`src/rtl/tdm_demux4.sv`:
```
// Receive side of a 4:1 TDM link: reassembles 4-slot frames into parallel
// channel words and flags mid-frame resyncs and stalled frames.
module tdm_demux4 #(
    parameter int WIDTH   = 8,
    parameter int GAP_MAX = 8
) (
    input  logic             clk,
    input  logic             rst_n,
    input  logic [WIDTH-1:0] din,
    input  logic             din_valid,
    input  logic             frame_start,
    output logic [WIDTH-1:0] y0,
    output logic [WIDTH-1:0] y1,
    output logic [WIDTH-1:0] y2,
    output logic [WIDTH-1:0] y3,
    output logic             frame_valid,
    output logic             sync_err,
    output logic [1:0]       slot,
    output logic             busy
);

    localparam int GAP_W = $clog2(GAP_MAX + 1);
    localparam logic [GAP_W-1:0] GAP_LIM = GAP_W'(GAP_MAX);

    typedef enum logic {
        IDLE    = 1'b0,
        COLLECT = 1'b1
    } state_t;

    state_t           state_q, state_d;
    logic [1:0]       slot_q, slot_d;
    logic [GAP_W-1:0] gap_q, gap_d, gap_inc;
    logic [WIDTH-1:0] cap0_q, cap0_d;
    logic [WIDTH-1:0] cap1_q, cap1_d;
    logic [WIDTH-1:0] cap2_q, cap2_d;
    logic [WIDTH-1:0] y0_q, y0_d;
    logic [WIDTH-1:0] y1_q, y1_d;
    logic [WIDTH-1:0] y2_q, y2_d;
    logic [WIDTH-1:0] y3_q, y3_d;
    logic             fv_q, fv_d;
    logic             se_q, se_d;

    // Saturating idle-cycle count; the abort fires before saturation matters.
    assign gap_inc = (gap_q == GAP_LIM) ? gap_q : gap_q + 1'b1;

    always_comb begin
        state_d = state_q;
        slot_d  = slot_q;
        gap_d   = gap_q;
        cap0_d  = cap0_q;
        cap1_d  = cap1_q;
        cap2_d  = cap2_q;
        y0_d    = y0_q;
        y1_d    = y1_q;
        y2_d    = y2_q;
        y3_d    = y3_q;
        fv_d    = 1'b0;
        se_d    = 1'b0;

        case (state_q)
            IDLE: begin
                gap_d  = '0;
                slot_d = 2'd0;
                if (din_valid && frame_start) begin
                    cap0_d  = din;
                    slot_d  = 2'd1;
                    state_d = COLLECT;
                end
            end

            COLLECT: begin
                if (din_valid) begin
                    gap_d = '0;
                    if (frame_start) begin
                        // Resync: drop the partial frame, restart at slot 1.
                        se_d   = 1'b1;
                        cap0_d = din;
                        slot_d = 2'd1;
                    end else begin
                        case (slot_q)
                            2'd1: begin
                                cap1_d = din;
                                slot_d = 2'd2;
                            end
                            2'd2: begin
                                cap2_d = din;
                                slot_d = 2'd3;
                            end
                            2'd3: begin
                                y0_d    = cap0_q;
                                y1_d    = cap1_q;
                                y2_d    = cap2_q;
                                y3_d    = din;
                                fv_d    = 1'b1;
                                slot_d  = 2'd0;
                                state_d = IDLE;
                            end
                            default: begin
                                cap0_d = din;
                                slot_d = 2'd1;
                            end
                        endcase
                    end
                end else begin
                    gap_d = gap_inc;
                    if (gap_inc == GAP_LIM) begin
                        se_d    = 1'b1;
                        gap_d   = '0;
                        slot_d  = 2'd0;
                        state_d = IDLE;
                    end
                end
            end

            default: begin
                state_d = IDLE;
                slot_d  = 2'd0;
                gap_d   = '0;
            end
        endcase
    end

    always_ff @(posedge clk) begin
        if (!rst_n) begin
            state_q <= IDLE;
            slot_q  <= 2'd0;
            gap_q   <= '0;
            cap0_q  <= '0;
            cap1_q  <= '0;
            cap2_q  <= '0;
            y0_q    <= '0;
            y1_q    <= '0;
            y2_q    <= '0;
            y3_q    <= '0;
            fv_q    <= 1'b0;
            se_q    <= 1'b0;
        end else begin
            state_q <= state_d;
            slot_q  <= slot_d;
            gap_q   <= gap_d;
            cap0_q  <= cap0_d;
            cap1_q  <= cap1_d;
            cap2_q  <= cap2_d;
            y0_q    <= y0_d;
            y1_q    <= y1_d;
            y2_q    <= y2_d;
            y3_q    <= y3_d;
            fv_q    <= fv_d;
            se_q    <= se_d;
        end
    end

    assign y0          = y0_q;
    assign y1          = y1_q;
    assign y2          = y2_q;
    assign y3          = y3_q;
    assign frame_valid = fv_q;
    assign sync_err    = se_q;
    assign slot        = slot_q;
    assign busy        = (state_q == COLLECT);

endmodule

```
`config.mk`:
```
export PLATFORM = sky130hd
export DESIGN_NAME = tdm_demux4
export DESIGN_NICKNAME = d
export VERILOG_FILES = /design/src/rtl/tdm_demux4.sv
export SDC_FILE = /design/constraint.sdc
export NUM_CORES = 1
export LEC_CHECK = 0
export BUFFER_PORTS_ARGS = -buffer_cell sky130_fd_sc_hd__buf_2
export CAP_MARGIN = 25
export CORE_MARGIN = 2
export CORE_UTILIZATION = 40
export DETAILED_ROUTE_END_ITERATION = 10
export PLACE_DENSITY = 0.6
export SYNTH_ARGS = -nofsm -noshare
export SYNTH_HDL_FRONTEND = slang
export SYNTH_SLANG_ARGS = --single-unit
export TNS_END_PERCENT = 30
```
`constraint.sdc`:
```
create_clock -name clk -period 2.31 [get_ports clk]
set_clock_uncertainty 0.1 [all_clocks]
set_input_delay 0.5775 -clock clk [delete_from_list [all_inputs] [get_ports clk]]
set_output_delay 0.5775 -clock clk [all_outputs]
set_load 0.02 [all_outputs]
```
==> flow_summary.ini <==
[outcome]
status = complete, no violations

[setup_path]
startpoint = gap_q[0]
crit_arrival_ps = 2040
worst_ep_required_time_ps = 2440
critPathLaunchType = register
worstSetupPathType = reg -> reg
slowest_stage = dfxtp_1
crit_buf_inv = 1
worstSetupEndpointType = register
max_stage_delay_ps = 400
crit_chain = inv_1, ha_1, a211o_1, a221oi_2, nand2_1, a31o_1
critPathTopFamily = compound AO/OA/AOI/OAI gates
reg2reg_from = gap_q[0]
crit_path_max_fanout = 5

[logic_synthesis]
yosysSeqAreaShare_pct = 49.4
yosysWarnings = 0
syn_inst = 295
synth_seq_cells = 65
netlist_area_um2 = 2630
yosysUniqueCellTypes = 27
syn_nets = 313
syn_avg_cell_area_um2 = 8.92

[clock_tree]
h-tree-depth = 3
cts_hold_buffers = 0
cts_setup_buffers = 0
cts_resized = 0
clk_latency_ps = 330
root_buffer = clkbuf_8
cts_tree = built
cts_buffers = 9
clk_pin_slew_ps = 60
cts_buffer_depth = 2
cts_sinks = 65

[route]
routed_wl_um = 5300
vias = 2013
viasPerCell = 4.75
wl_per_cell_um = 12.5
firstDrtPassIters = 4
drc = 0
drtAntennaViolNets = 0
drtIter0Drc = 64

[sta]
fin_crit_ps = 1910
maxSlewViolCount = 0
fmax_ghz = 0.523
period_share_pct = 82.8
setup_viol_count_final = 0
finalHoldViolCount = 0
grt_setup_unrepaired = no
fin_ws_ps = 397
worst_slew_pin_slew_ps = 502
tns_ps = 0
slew_headroom_pct = 66.4

[power_and_ir_drop]
powerDensity_nw_per_um2 = 699
p_sw_uw = 456
comb_power_share_pct = 4.3
clkPwrFrac_pct = 42.8
sw_frac_of_total_pct = 21.2
cellInternalPower_mw = 1.70
power_leakage_nw = 1.27
seq_power_share_pct = 52.9
ir_worst_vdd_mv = 0.416

[finish]
layout-drive-gt1-share_pct = 21.3
final_nets = 360
seq_area_um2 = 1300
syn2layout_area_growth_pct = 17.2
multi_input_area_um2 = 1200
nFillCells = 638
diodes = 0
fin_util_pct = 48.6

[placed_design]
place_congestion = 0.759
place.detailed.hpwl_um = 3720
post-place-ws_ps = 418
portBuffers = 48

[hold_path]
min_path_type = reg -> reg
worstHoldStart = y1[0]

[flow_run]
cap_violations = 0

[die]
die_y_um = 85.1
rows = 29
die_width_um = 85.1
initial_utilization_pct = 41.5
core_area_um2 = 6350
ios = 49
die_area_um2 = 7250

[grt]
grt_overflow = 0
track_usage_pct = 16.0
grt_max_degree = 48
antenna_found_initial = 0
grt_first_pass_wirelength_um = 9030
grt_pass1_vias = 1909
-- synthesized netlist by cell type --
library cell | instances | area [um2]
and3_1 | 3 | 18.8
buf_6 | 5 | 56.3
clkbuf_1 | 6 | 22.5
o21ai_0 | 3 | 15.0
nand3b_1 | 1 | 7.51
a221oi_2 | 1 | 15.0
a21oi_1 | 1 | 5.00
buf_4 | 1 | 7.51
nand3_1 | 3 | 15.0
nand2_1 | 107 | 402
a21boi_0 | 14 | 105
nor3_1 | 1 | 5.00
xnor2_1 | 2 | 17.5
a211o_1 | 1 | 8.76
a21o_1 | 1 | 7.51
nor2_1 | 3 | 11.3
inv_1 | 5 | 18.8
mux2i_1 | 9 | 90.1
buf_2 | 5 | 25.0
nor2b_1 | 9 | 56.3
a31o_1 | 2 | 17.5
dfxtp_1 | 65 | 1300
a21boi_2 | 7 | 78.8
and2_1 | 5 | 31.3
ha_1 | 6 | 75.1
and3b_1 | 1 | 8.76
a21boi_1 | 28 | 210
-- cells in the final DEF (no fill, tap or decap), types with 2 or more instances in the layout --
master,netlist,routed
nand3_1,3,3
nand2_1,107,107
a21boi_1,28,28
ha_1,6,6
clkinv_2,0,2
and3_1,3,3
a21boi_2,7,7
xnor2_1,2,2
clkbuf_1,6,3
mux2i_1,9,9
nor2_1,3,3
inv_1,5,5
nor2b_1,9,9
a21boi_0,14,14
buf_4,1,5
buf_2,5,48
o21ai_0,3,3
and2_1,5,5
a31o_1,2,2
clkbuf_8,0,10
dfxtp_1,65,65
-- power by group through the flow --
stage	clock (mW)	combinational, mW	sequential, mW
2_1_floorplan	0	0.0583	1.17
3_3_place_gp	0	0.0919	1.17
3_5_place_dp	0	0.0933	1.17
4_1_cts	0.956	0.0937	1.14
5_1_grt	1.02	0.102	1.14
6_report	0.922	0.0925	1.14
-- routing by layer --
metal	vias up	global-route usage (%)	wire [um]	part of all wire, %
li1	1051	-	-	-
met1	915	20.0	2520	47
met2	38	24.6	2400	45
met3	9	6.52	281	5.3
met4	0	6.20	100	1.9
met5	-	0	0	0
-- sequential cells by signal, indices dropped and copies added (netlist names), 4 cells and up --
register / count
cap0_q: 8
cap1_q: 8
cap2_q: 8
y0: 8
y1: 8
y2: 8
y3: 8
gap_q: 4
-- area by class of cell --
cell class	count	share of cell area, %
clock buffer	13	4.83
clock inverter	3	1.30
inverter	5	0.609
multi-input combinational	208	38.9
sequential	65	42.2
tap	77	3.12
timing repair buffer	53	9.01
-- metrics by stage --
stage | power (mW) | hold WS (ps) | instances | area [um2]
after floorplan | 1.23 | 330 | 295 | 2630
after global placement | 1.26 | 340 | 408 | 2900
after detailed placement | 1.26 | 344 | 408 | 2900
after CTS | 2.19 | 353 | 424 | 3080
after global routing | 2.26 | 373 | 424 | 3080
final | 2.16 | 349 | 424 | 3080
-- worst paths after layout --
kind | slack, ps | end | cells after the start
worst max-delay path | 400 | slot[0] | 6
worst min-delay path | 350 | y1[0] | 2
worst min register to register | 350 | y1[0] | 2
worst max register to register | 400 | slot[0] | 6
-- worst min-delay path: cells and delay by family, from the launching register on --
family | cells | cell delay (ps)
flip-flops | 1 | 310
AND/OR/NAND/NOR | 1 | 50
AO/OA/AOI/OAI | 1 | 50
-- cell families after synthesis --
| family | after synthesis | share of synthesized area, % |
|---|---|---|
| compound gates | 58 | 17.6 |
| xor+xnor | 2 | 0.666 |
| mux | 9 | 3.42 |
| fa+ha+maj | 6 | 2.85 |
| buf+inv | 22 | 4.94 |
| flops | 65 | 49.4 |
| simple gates | 133 | 21.1 |
Note: power is estimated with default switching activity, not from simulation.
